--- config.mk ---
export PLATFORM = sky130hd
export DESIGN_NAME = kws_layer_sched
export DESIGN_NICKNAME = d
export VERILOG_FILES = /design/src/rtl/kws_layer_sched.sv
export SDC_FILE = /design/constraint.sdc
export NUM_CORES = 1
export LEC_CHECK = 0
export ABC_AREA = 1
export BUFFER_PORTS_ARGS = -buffer_cell sky130_fd_sc_hd__buf_2
export CAP_MARGIN = 20
export CELL_PAD_IN_SITES_DETAIL_PLACEMENT = 1
export CELL_PAD_IN_SITES_GLOBAL_PLACEMENT = 1
export CORE_UTILIZATION = 38
export DETAILED_ROUTE_END_ITERATION = 8
export PLACE_DENSITY = 0.78
export SYNTH_ARGS = -nofsm -noshare
export SYNTH_HDL_FRONTEND = slang
export SYNTH_SLANG_ARGS = --single-unit
--- constraint.sdc ---
create_clock -name clk -period 2.4 [get_ports clk]
set_input_delay 0.6 -clock clk [delete_from_list [all_inputs] [get_ports clk]]
set_output_delay 0.6 -clock clk [all_outputs]
set_load 0.02 [all_outputs]
--- src/rtl/kws_layer_sched.sv ---
// rtl/kws_layer_sched.sv - frame-level stage scheduler for the KWS cmvn/linear/relu datapath
// Optional watchdog and ERR state are built when KWS_SCHED_TIMEOUT_EN is defined.
module kws_layer_sched #(
  parameter int FRAME_LEN = 32,
  parameter int TIMEOUT   = 255
) (
  input  logic       clk,
  input  logic       rst_n,
  input  logic       start,
  input  logic       abort,
  input  logic [7:0] num_frames,
  input  logic [2:0] stage_mask,
  input  logic       cmvn_valid,
  input  logic       linear_valid,
  input  logic       relu_valid,
  output logic       cmvn_en,
  output logic       linear_en,
  output logic       relu_en,
  output logic       busy,
  output logic       done,
  output logic       err_timeout,
  output logic [7:0] frame_cnt,
  output logic [7:0] elem_cnt,
  output logic [2:0] state
);

  typedef enum logic [2:0] {
    S_IDLE = 3'd0,
    S_CMVN = 3'd1,
    S_LIN  = 3'd2,
    S_RELU = 3'd3,
    S_NEXT = 3'd4,
    S_DONE = 3'd5,
    S_ERR  = 3'd6
  } state_t;

  localparam logic [7:0] ELEM_LAST = 8'(FRAME_LEN - 1);

  state_t     st;
  logic [7:0] nf_q;
  logic [2:0] mask_q;
  logic       cur_valid;
  logic [1:0] lo_next;

  // Lowest enabled stage whose index is >= lo; S_NEXT when none is left.
  function automatic state_t first_from(input logic [2:0] m, input logic [1:0] lo);
    if (m[0] && lo == 2'd0) return S_CMVN;
    if (m[1] && lo <= 2'd1) return S_LIN;
    if (m[2] && lo <= 2'd2) return S_RELU;
    return S_NEXT;
  endfunction

  always_comb begin
    cur_valid = 1'b0;
    lo_next   = 2'd3;
    case (st)
      S_CMVN: begin cur_valid = cmvn_valid;   lo_next = 2'd1; end
      S_LIN:  begin cur_valid = linear_valid; lo_next = 2'd2; end
      S_RELU: begin cur_valid = relu_valid;   lo_next = 2'd3; end
      default: ;
    endcase
  end

  wire in_stage = (st == S_CMVN) || (st == S_LIN) || (st == S_RELU);
  wire accept   = (st == S_IDLE) && start && !abort;

`ifdef KWS_SCHED_TIMEOUT_EN
  localparam int WD_W = (TIMEOUT < 2) ? 1 : $clog2(TIMEOUT + 1);
  localparam logic [WD_W-1:0] WD_LAST = WD_W'(TIMEOUT - 1);

  logic [WD_W-1:0] wd;
  logic            err_q;

  // Any non-stage state or counted valid rearms the watchdog, covering every stage entry.
  always_ff @(posedge clk) begin
    if (!rst_n || !in_stage || cur_valid) wd <= '0;
    else if (wd != WD_LAST)               wd <= wd + 1'b1;
  end

  always_ff @(posedge clk) begin
    if (!rst_n)                        err_q <= 1'b0;
    else if (accept)                   err_q <= 1'b0;
    else if (st == S_ERR && !abort)    err_q <= 1'b1;
  end

  assign err_timeout = err_q;
`else
  assign err_timeout = 1'b0;
`endif

  always_ff @(posedge clk) begin
    if (!rst_n) begin
      st        <= S_IDLE;
      nf_q      <= '0;
      mask_q    <= '0;
      frame_cnt <= '0;
      elem_cnt  <= '0;
    end else if (abort && st != S_IDLE) begin
      st <= S_IDLE;
    end else begin
      case (st)
        S_IDLE: if (accept) begin
          nf_q      <= num_frames;
          mask_q    <= stage_mask;
          frame_cnt <= '0;
          elem_cnt  <= '0;
          st <= (stage_mask == 3'b000 || num_frames == 8'd0) ? S_DONE
                                                             : first_from(stage_mask, 2'd0);
        end
        S_CMVN, S_LIN, S_RELU: begin
          if (cur_valid) begin
            if (elem_cnt == ELEM_LAST) begin
              elem_cnt <= '0;
              st       <= first_from(mask_q, lo_next);
            end else begin
              elem_cnt <= elem_cnt + 8'd1;
            end
          end
`ifdef KWS_SCHED_TIMEOUT_EN
          else if (wd == WD_LAST) begin
            st <= S_ERR;
          end
`endif
        end
        S_NEXT: begin
          if (frame_cnt == nf_q - 8'd1) begin
            st <= S_DONE;
          end else begin
            frame_cnt <= frame_cnt + 8'd1;
            st        <= first_from(mask_q, 2'd0);
          end
        end
        S_DONE:  st <= S_IDLE;
        S_ERR:   st <= S_IDLE;
        default: st <= S_IDLE;
      endcase
    end
  end

  assign cmvn_en   = (st == S_CMVN);
  assign linear_en = (st == S_LIN);
  assign relu_en   = (st == S_RELU);
  assign busy      = (st != S_IDLE);
  assign done      = (st == S_DONE);
  assign state     = st;

endmodule

==> results of run 1 <==
## state kept, by name (all words and copies together), names as in the netlist
name	flops
elem_cnt	8
frame_cnt	8
nf_q	8
mask_q	3
state	3
## layout make-up
class	count	area, sq um	share of cell area, %
Multi-Input combinational cell	228	1210	50.8
Inverter	47	176	7.40
Clock buffer	6	82.6	3.46
Tap cell	70	87.6	3.67
Timing Repair Buffer	42	213	8.92
Clock inverter	2	12.5	0.525
Sequential cell	30	601	25.2
## synth_stat cells, drive strengths merged
master / number / area share (%)
xnor2: 5 / 2.2
clkinv: 2 / 0.37
a31oi: 1 / 0.31
clkbuf: 2 / 0.44
nand4: 8 / 3.6
nand3: 20 / 5.6
nor2: 46 / 9.6
nor4: 1 / 0.31
nor3: 11 / 3.8
inv: 45 / 8.4
xor2: 5 / 2.2
ha: 6 / 3.7
a21o: 1 / 0.37
o211a: 1 / 0.50
nand2: 72 / 14
a32oi: 1 / 0.44
o21ai: 16 / 4.2
conb: 1 / 0.19
a21oi: 29 / 7.8
or2: 2 / 0.62
dfxtp: 30 / 30
nor3b: 2 / 0.75
buf: 2 / 0.62
## routing by layer
layer  routed length (microns)  vias up
met2                      2650       45
li1                          -     1084
met5                         0        -
met3                       193        4
met1                      2780     1015
met4                        43        0
## power groups by stage
stage                     clock (W)  sequential, W  combinational, W
after floorplan                   0       0.000689          0.000799
final                      0.000426       0.000676           0.00110
after global routing       0.000461       0.000689           0.00125
after CTS                  0.000433       0.000676           0.00111
after detailed placement          0       0.000686           0.00110
after global placement            0       0.000682           0.00107
## stage by stage
stage / total power [W] / cell area, sq um
2_1_floorplan: 0.00149 / 2000
3_5_place_dp: 0.00179 / 2290
3_3_place_gp: 0.00175 / 2290
4_1_cts: 0.00222 / 2380
5_1_grt: 0.00240 / 2380
6_report: 0.00220 / 2380
## kinds of logic after synthesis
kind of cell | count (synthesis)
and+or+nand+nor | 162
buffers and inverters | 51
AOI/OAI and AO/OA | 49
DFF | 30
xor gates and xnor gates | 10
adders and majority gates | 6
other | 1
## final timing paths
kind                  to  slack [ns]  depth (start not counted)   startpoint
max reg2reg  elem_cnt[2]        0.23                         13     state[1]
min reg2reg  elem_cnt[4]        0.50                          2  elem_cnt[4]
min          elem_cnt[4]        0.50                          2  elem_cnt[4]
max          elem_cnt[2]        0.23                         13     state[1]
## worst reg2reg max path, cell delays in order, from the launching register on
cell and delay, ns:
dfxtp_1 0.44, inv_1 0.13, nor3_2 0.24, inv_1 0.10, ha_1 0.20, inv_1 0.10
nor2_4 0.07, inv_2 0.11, nand4_2 0.12, nand3_4 0.17, inv_1 0.10, a21o_1 0.19
nand2_1 0.07, nor2_1 0.04
==> results.cfg, run 1 <==
[drt]
viasPerCell = 5.05
avgRoutedWirePerCell_microns = 13.3
vias = 2148
drc = 0
drt_pass1_iterations = 4
wl_mm = 5.67
ant_nets = 0
drt_iter0_markers = 79

[worst_setup_path]
cp_slowest_stage_delay_ns = 0.44
criticalPathCategory = reg -> reg
path_buf_inv = 5
crit_fanout = 10
crit_path_end_kind = flip-flop
crit_path_start_kind = flip-flop
critPathSlowestCell = dfxtp_1
required_ns = 2.57
cpMostUsedCell = inv_1
worstPathArrival_ns = 2.33
crit_chain = inv_1 -> nor3_2 -> inv_1 -> ha_1 -> inv_1 -> nor2_4 -> inv_2 -> nand4_2 -> nand3_4 -> inv_1 -> a21o_1 -> nand2_1 -> nor2_1
crit_family = simple AND/OR/NAND/NOR gates

[global_route]
gr-usage-met2_pct = 37.4
grt_use_total_pct = 22.3
overflow = 0
grt_pass1_vias = 2077
grtUsageMet1_pct = 31.2
antenna_found_initial = 0
gr-max-usage-layer = met2
grt_max_degree = 16
grt_pass1_wl_mm = 9.65
met3_usage_pct = 2.81

[clock_tree]
cts_setup_buffers = 0
insertion_delay_ns = 0.27
ctsHtreeMaxLevel = 2
cts_buffers = 5
cts_sinks = 30
cts-root-buf = clkbuf_8
post_cts_resized = 0
clockBufferDepth = 2
cts_tree = built
clkTransAtPathRegs_ns = 0.07
holdBufCountCts = 0

[finish]
final_cells = 425
postLayoutCoreUtil_pct = 46.7
nets = 378
layout_common_cells = nand2_1, nor2_1, buf_2, inv_1, dfxtp_1
syn_to_final_growth_pct = 18.9
num_antenna_cells = 0
final_common_cell = nand2_1
drive_above_1_share_pct = 20.0
nFillCells = 728

[timing]
whs_ns = 0.500
maxSlewHeadroom_pct = 65.4
worstMarginPinSlew_ns = 0.516
setup_viol = 0
slew_viol_final = 0
timing.fmax_mhz = 461
finClkSkew_ns = 0.00389
setup_ws_ns = 0.232
fin_tns_setup_ns = 0
finalHoldViolCount = 0
finalCriticalPeriod_ns = 2.17
period_share_pct = 90.3
rsz0062_at_grt = false

[yosys]
synthAdderAreaFrac_pct = 3.75
ys.warnings.count = 0
avgSynthCellArea_sq_um = 6.49
ys_ff_latch = 30
synth_nets = 333
synth_xor_area_share_pct = 4.37
ys_seq_area_share_pct = 30.0
synth_compound_gate_area_share_pct = 13.6
synthMuxAreaShare_pct = 0
syn_inst = 309
syn-cell-area_sq_um = 2000
synth-simple-area-share_pct = 38.3
synth_top_family_by_area = simple AND/OR/NAND/NOR gates
ys_types = 38

[power_and_ir_drop]
clkPwrFrac_pct = 19.4
p_sw_share_pct = 48.0
leakagePower_nw = 1.14
p_sw_w = 0.00106
seqPwrFrac_pct = 30.7
combPwrFrac_pct = 49.9
ir_worst_vdd_uv = 520
power.density_nw_per_um2 = 922
internal_power_w = 0.00114

[place]
place_congestion = 0.851
dpl.hpwl_mm = 4.58
portBuffers = 41
dp_cells = 417
post-place-ws_ns = 0.231

[die]
pin_count = 43
core_area_sq_um = 5110
die-area_sq_um = 5570
fp.dieW_microns = 74.6
rows = 26
start_util_pct = 39.2
die_h_microns = 74.6

[run_status]
status = finished, final reports clean

[min_path]
hold_path.class = reg -> reg

[run]
maxCapViolations = 0
(Power assumes the default switching activity.)
==> inputs of run 2 (changes only) <==
- CORE_UTILIZATION: 38 -> 39
- CTS_BUF_LIST: default -> sky130_fd_sc_hd__clkbuf_4
- GPL_ROUTABILITY_DRIVEN: default -> 0
- PLACE_DENSITY: 0.78 -> 0.8
==> run 2 against run 1 <==
Clock power fell by 26%. Hold slack gained 0.0070 ns. Critical path depth fell by 1. First-iteration DRC count up 25%. Clock-buffer cell count stayed put. Sequential cell count unchanged. Register-to-register slack improved by 0.06 ns.
==> results.cfg, run 2 (synthesis results as in run 1) <==
[power_and_ir_drop]
power.density_nw_per_um2 = 890
power.total_w = 0.00208
ir_worst_vdd_uv = 480
leakagePower_nw = 1.13

[global_route]
grt_use_total_pct = 23.2
antenna_found_initial = 0
grt_max_degree = 21
overflow = 0
grt_pass1_wl_mm = 9.71
grt_pass1_vias = 2098

[worst_setup_path]
required_ns = 2.65
crit_start = state[2]
cpMostUsedCell = inv_1
timing.rr.start = state[2]
crit_path_end_kind = flip-flop
reg2reg_to = elem_cnt[2]
crit_chain = nor3_2 -> inv_1 -> ha_1 -> inv_1 -> nor2_4 -> inv_2 -> nand4_2 -> nand3_4 -> o21ai_2 -> inv_1 -> nand2_1 -> nor2_1
r2r_slack_ns = 0.29
crit_fanout = 10
criticalPathCategory = reg -> reg
critPathSlowestCell = dfxtp_1
cp_slowest_stage_delay_ns = 0.55
reg2regPathDepth = 12
crit_path_start_kind = flip-flop
crit_family = simple AND/OR/NAND/NOR gates
worstPathArrival_ns = 2.36
crit_end = elem_cnt[2]
path_buf_inv = 4
worst-path-stages = 12

[clock_tree]
cts_buffers = 5
clockBufferDepth = 2
ctsHtreeMaxLevel = 2
clkTransAtPathRegs_ns = 0.11
holdBufCountCts = 0
cts_sinks = 30
post_cts_resized = 0
cts_setup_buffers = 0
insertion_delay_ns = 0.34
cts-root-buf = clkbuf_4
cts_tree = built

[timing]
timing.fmax_mhz = 473
whs_ns = 0.507
finalHoldViolCount = 0
finClkSkew_ns = 0.0108
rsz0062_at_grt = false
slew_viol_final = 0
fin_tns_setup_ns = 0
finalCriticalPeriod_ns = 2.11
period_share_pct = 88.0
setup_viol = 0

[drt]
drt_iter0_markers = 99
ant_nets = 0
wl_mm = 5.69
viasPerCell = 4.98
drc = 0
vias = 2103
avgRoutedWirePerCell_microns = 13.5
drt_pass1_iterations = 4

[place]
dp_cells = 414
portBuffers = 41
dpl.hpwl_mm = 4.37

[die]
die_h_microns = 73.7
die-area_sq_um = 5430
rows = 25
core_area_sq_um = 4850
pin_count = 43
start_util_pct = 41.3
fp.dieW_microns = 73.7

[finish]
top_regs = elem_cnt (8), frame_cnt (8), nf_q (8)
final_cells = 422
drive_above_1_share_pct = 19.7
num_antenna_cells = 0
nets = 378
postLayoutCoreUtil_pct = 48.2
seqCellArea_sq_um = 601
final_common_cell = nand2_1
nFillCells = 675
syn_to_final_growth_pct = 16.7
multi_input_area_sq_um = 1210
layout_common_cells = nand2_1, nor2_1, buf_2, inv_1, dfxtp_1

[run]
maxCapViolations = 0

[min_path]
whs_path_depth = 3
hold_path.class = in -> reg

[run_status]
status = finished, final reports clean
==> run 2: cell count changes in the layout (fill, tap and decap cells not counted), sizes merged <==
cell      previous run  this run
clkinvlp             1         0
clkinv               3         4
==> run 2: cell type report <==
cell class                      count  share of cell area [%]
Clock inverter                      2                   0.375
Timing Repair Buffer               42                    9.10
Clock buffer                        6                    1.93
Tap cell                           67                    3.58
Multi-Input combinational cell    228                    51.8
Sequential cell                    30                    25.7
Inverter                           47                    7.54
==> run 2: metal layers <==
layer	track usage (%)	part of all wire [%]
met1	30.4	51
met2	38.6	45
met3	4.66	2.8
met4	6.41	1.1
met5	0	0
==> run 2: worst min-delay path by stage <==
stage                     slack [ns]           from          end
after global routing            0.51  num_frames[5]      nf_q[5]
after floorplan                 0.48      mask_q[2]    mask_q[2]
final                           0.51  stage_mask[1]    mask_q[1]
after global placement          0.50    elem_cnt[1]  elem_cnt[1]
after detailed placement        0.50    elem_cnt[1]  elem_cnt[1]
after CTS                       0.50  num_frames[4]      nf_q[4]
==> run 2: tightest hold or removal path, stage by stage <==
cell and delay [ns]:
buf_2 0.10, nor2_1 0.04, nor2_1 0.08
==> run 2: stage by stage <==
stage                     area (sq um)  setup WS (ns)
after floorplan                   2000          0.178
after global placement            2280          0.322
after detailed placement          2280          0.284
after CTS                         2340          0.264
after global routing              2340         0.0813
final                             2340          0.288
==> run 2: where the power goes <==
part,switching (W),internal [W],total (W),leakage [nW]
logic,0.000749,0.000340,0.00109,0.848
registers,0.000106,0.000570,0.000677,0.244
clock network,0.000194,0.000121,0.000316,0.0331
total,0.00105,0.00103,0.00208,1.13
==> inputs of run 3 (changes only) <==
- BUFFER_PORTS_ARGS: -buffer_cell sky130_fd_sc_hd__buf_2 -> -buffer_cell sky130_fd_sc_hd__buf_4
==> run 3 against run 2 <==
Routed wire length fell by 1.9%. Via count up 0.29%. Clock power is 12% lower. Total power up 0.70%. Final cell count did not move. Sequential share of layout area fell by 1.1 points. Worst setup slack worse by 0.0068 ns. Largest power group unchanged. Largest cell class unchanged. Clock-buffer cell count is 1 lower.
==> results.cfg, run 3 (synthesis results as in run 1) <==
[run_status]
status = finished, final reports clean

[die]
core_area_sq_um = 4850
die_h_microns = 73.7
start_util_pct = 41.3
rows = 25
fp.dieW_microns = 73.7
die-area_sq_um = 5430
pin_count = 43

[clock_tree]
cts_buffers = 5
ctsHtreeMaxLevel = 2
insertion_delay_ns = 0.32
cts_sinks = 30
clockBufferDepth = 2
clkTransAtPathRegs_ns = 0.10
cts-root-buf = clkbuf_4
holdBufCountCts = 0
cts_tree = built

[timing]
setup_viol = 0
finClkSkew_ns = 0.00748
rsz0062_at_grt = false
finalCriticalPeriod_ns = 2.12
finalHoldViolCount = 0
timing.fmax_mhz = 472
fin_tns_setup_ns = 0
slew_viol_final = 0
period_share_pct = 88.3

[worst_setup_path]
crit_fanout = 10
crit_path_start_kind = flip-flop
required_ns = 2.62
crit_path_end_kind = flip-flop
r2r_slack_ns = 0.28
worstPathArrival_ns = 2.34
criticalPathCategory = reg -> reg

[drt]
avgRoutedWirePerCell_microns = 13.2
drt_iter0_markers = 50
drt_pass1_iterations = 4
ant_nets = 0
drc = 0
wl_mm = 5.58
viasPerCell = 5.00
vias = 2109

[finish]
drive_above_1_share_pct = 20.0
layout_common_cells = nand2_1, buf_4, nor2_1, inv_1, dfxtp_1
final_common_cell = nand2_1
final_cells = 422
syn_to_final_growth_pct = 21.9
top_regs = elem_cnt (8), frame_cnt (8), nf_q (8)
nets = 378
num_antenna_cells = 0

[place]
dp_cells = 414
portBuffers = 41
dpl.hpwl_mm = 4.51

[power_and_ir_drop]
ir_worst_vdd_uv = 488
clkPwrFrac_pct = 13.3
p_sw_w = 0.00104
seqPwrFrac_pct = 32.3
internal_power_w = 0.00106
power.density_nw_per_um2 = 858
p_sw_share_pct = 49.6
combPwrFrac_pct = 54.4
leakagePower_nw = 1.13

[min_path]
hold_path.class = reg -> reg

[global_route]
grt_max_degree = 21
grt_pass1_vias = 2131
grt_pass1_wl_mm = 9.69
grt_use_total_pct = 22.8
antenna_found_initial = 0
overflow = 0

[run]
maxCapViolations = 0
run 3: per-layer routing:
| metal | wire length (microns) | part of all wire (%) | global-route usage, % | up-vias |
|---|---|---|---|---|
| met1 | 2710 | 49 | 30.1 | 981 |
| li1 | - | - | - | 1087 |
| met4 | 29 | 0.52 | 4.49 | 0 |
| met2 | 2670 | 48 | 39.0 | 39 |
| met5 | 0 | 0 | 0 | - |
| met3 | 168 | 3.0 | 3.84 | 2 |
run 3: path summary, 6_finish.rpt:
kind,start,depth (start not counted),to
worst max-delay path,state[1],13,elem_cnt[2]
worst min-delay path,elem_cnt[4],2,elem_cnt[4]
worst max register to register,state[1],13,elem_cnt[2]
worst min register to register,elem_cnt[4],2,elem_cnt[4]
run 3: power groups by stage:
stage | logic [W] | registers [W] | clock network [W]
global route | 0.00128 | 0.000691 | 0.000318
CTS | 0.00115 | 0.000676 | 0.000295
floorplan | 0.000799 | 0.000689 | 0
global placement | 0.00110 | 0.000685 | 0
finish | 0.00114 | 0.000677 | 0.000279
detailed placement | 0.00114 | 0.000686 | 0
run 3: cell type report:
| type | count | area [sq um] |
|---|---|---|
| clock buffers | 5 | 37.5 |
| clock inverters | 3 | 16.3 |
| fillers | 692 | 2400 |
| inverters | 47 | 176 |
| multi-input cells | 228 | 1210 |
| flip-flops and latches | 30 | 601 |
| well taps | 67 | 83.8 |
| repair buffers | 42 | 315 |
run 3: worst max-delay path: stages (launching register included):
cell and delay, ns:
dfxtp_1 0.45, inv_1 0.13, nor3_2 0.23, inv_1 0.12, ha_1 0.19, inv_1 0.09, nor2_4 0.06, inv_2 0.11
nand4_2 0.13, nand3_4 0.17, inv_1 0.09, a21o_1 0.17, nand2_1 0.06, nor2_1 0.04
run 3: stage by stage:
| step | setup slack, ns | utilization, % | hold WS [ns] | cell area [sq um] | total power (W) |
|---|---|---|---|---|---|
| 6_report | 0.281 | 50.4 | 0.512 | 2440 | 0.00210 |
| 5_1_grt | 0.0548 | 50.4 | 0.535 | 2440 | 0.00229 |
| 4_1_cts | 0.243 | 50.3 | 0.512 | 2440 | 0.00212 |
| 3_5_place_dp | 0.262 | 49.2 | 0.497 | 2390 | 0.00183 |
| 3_3_place_gp | 0.301 | 49.2 | 0.499 | 2390 | 0.00179 |
| 2_1_floorplan | 0.178 | - | 0.483 | 2000 | 0.00149 |
run 3: repair_timing:
| item | CTS | global route |
|---|---|---|
| setup buffers | 0 | 0 |
| resized for setup | 0 | 1 |
| setup endpoints to repair | 0 | 1 |
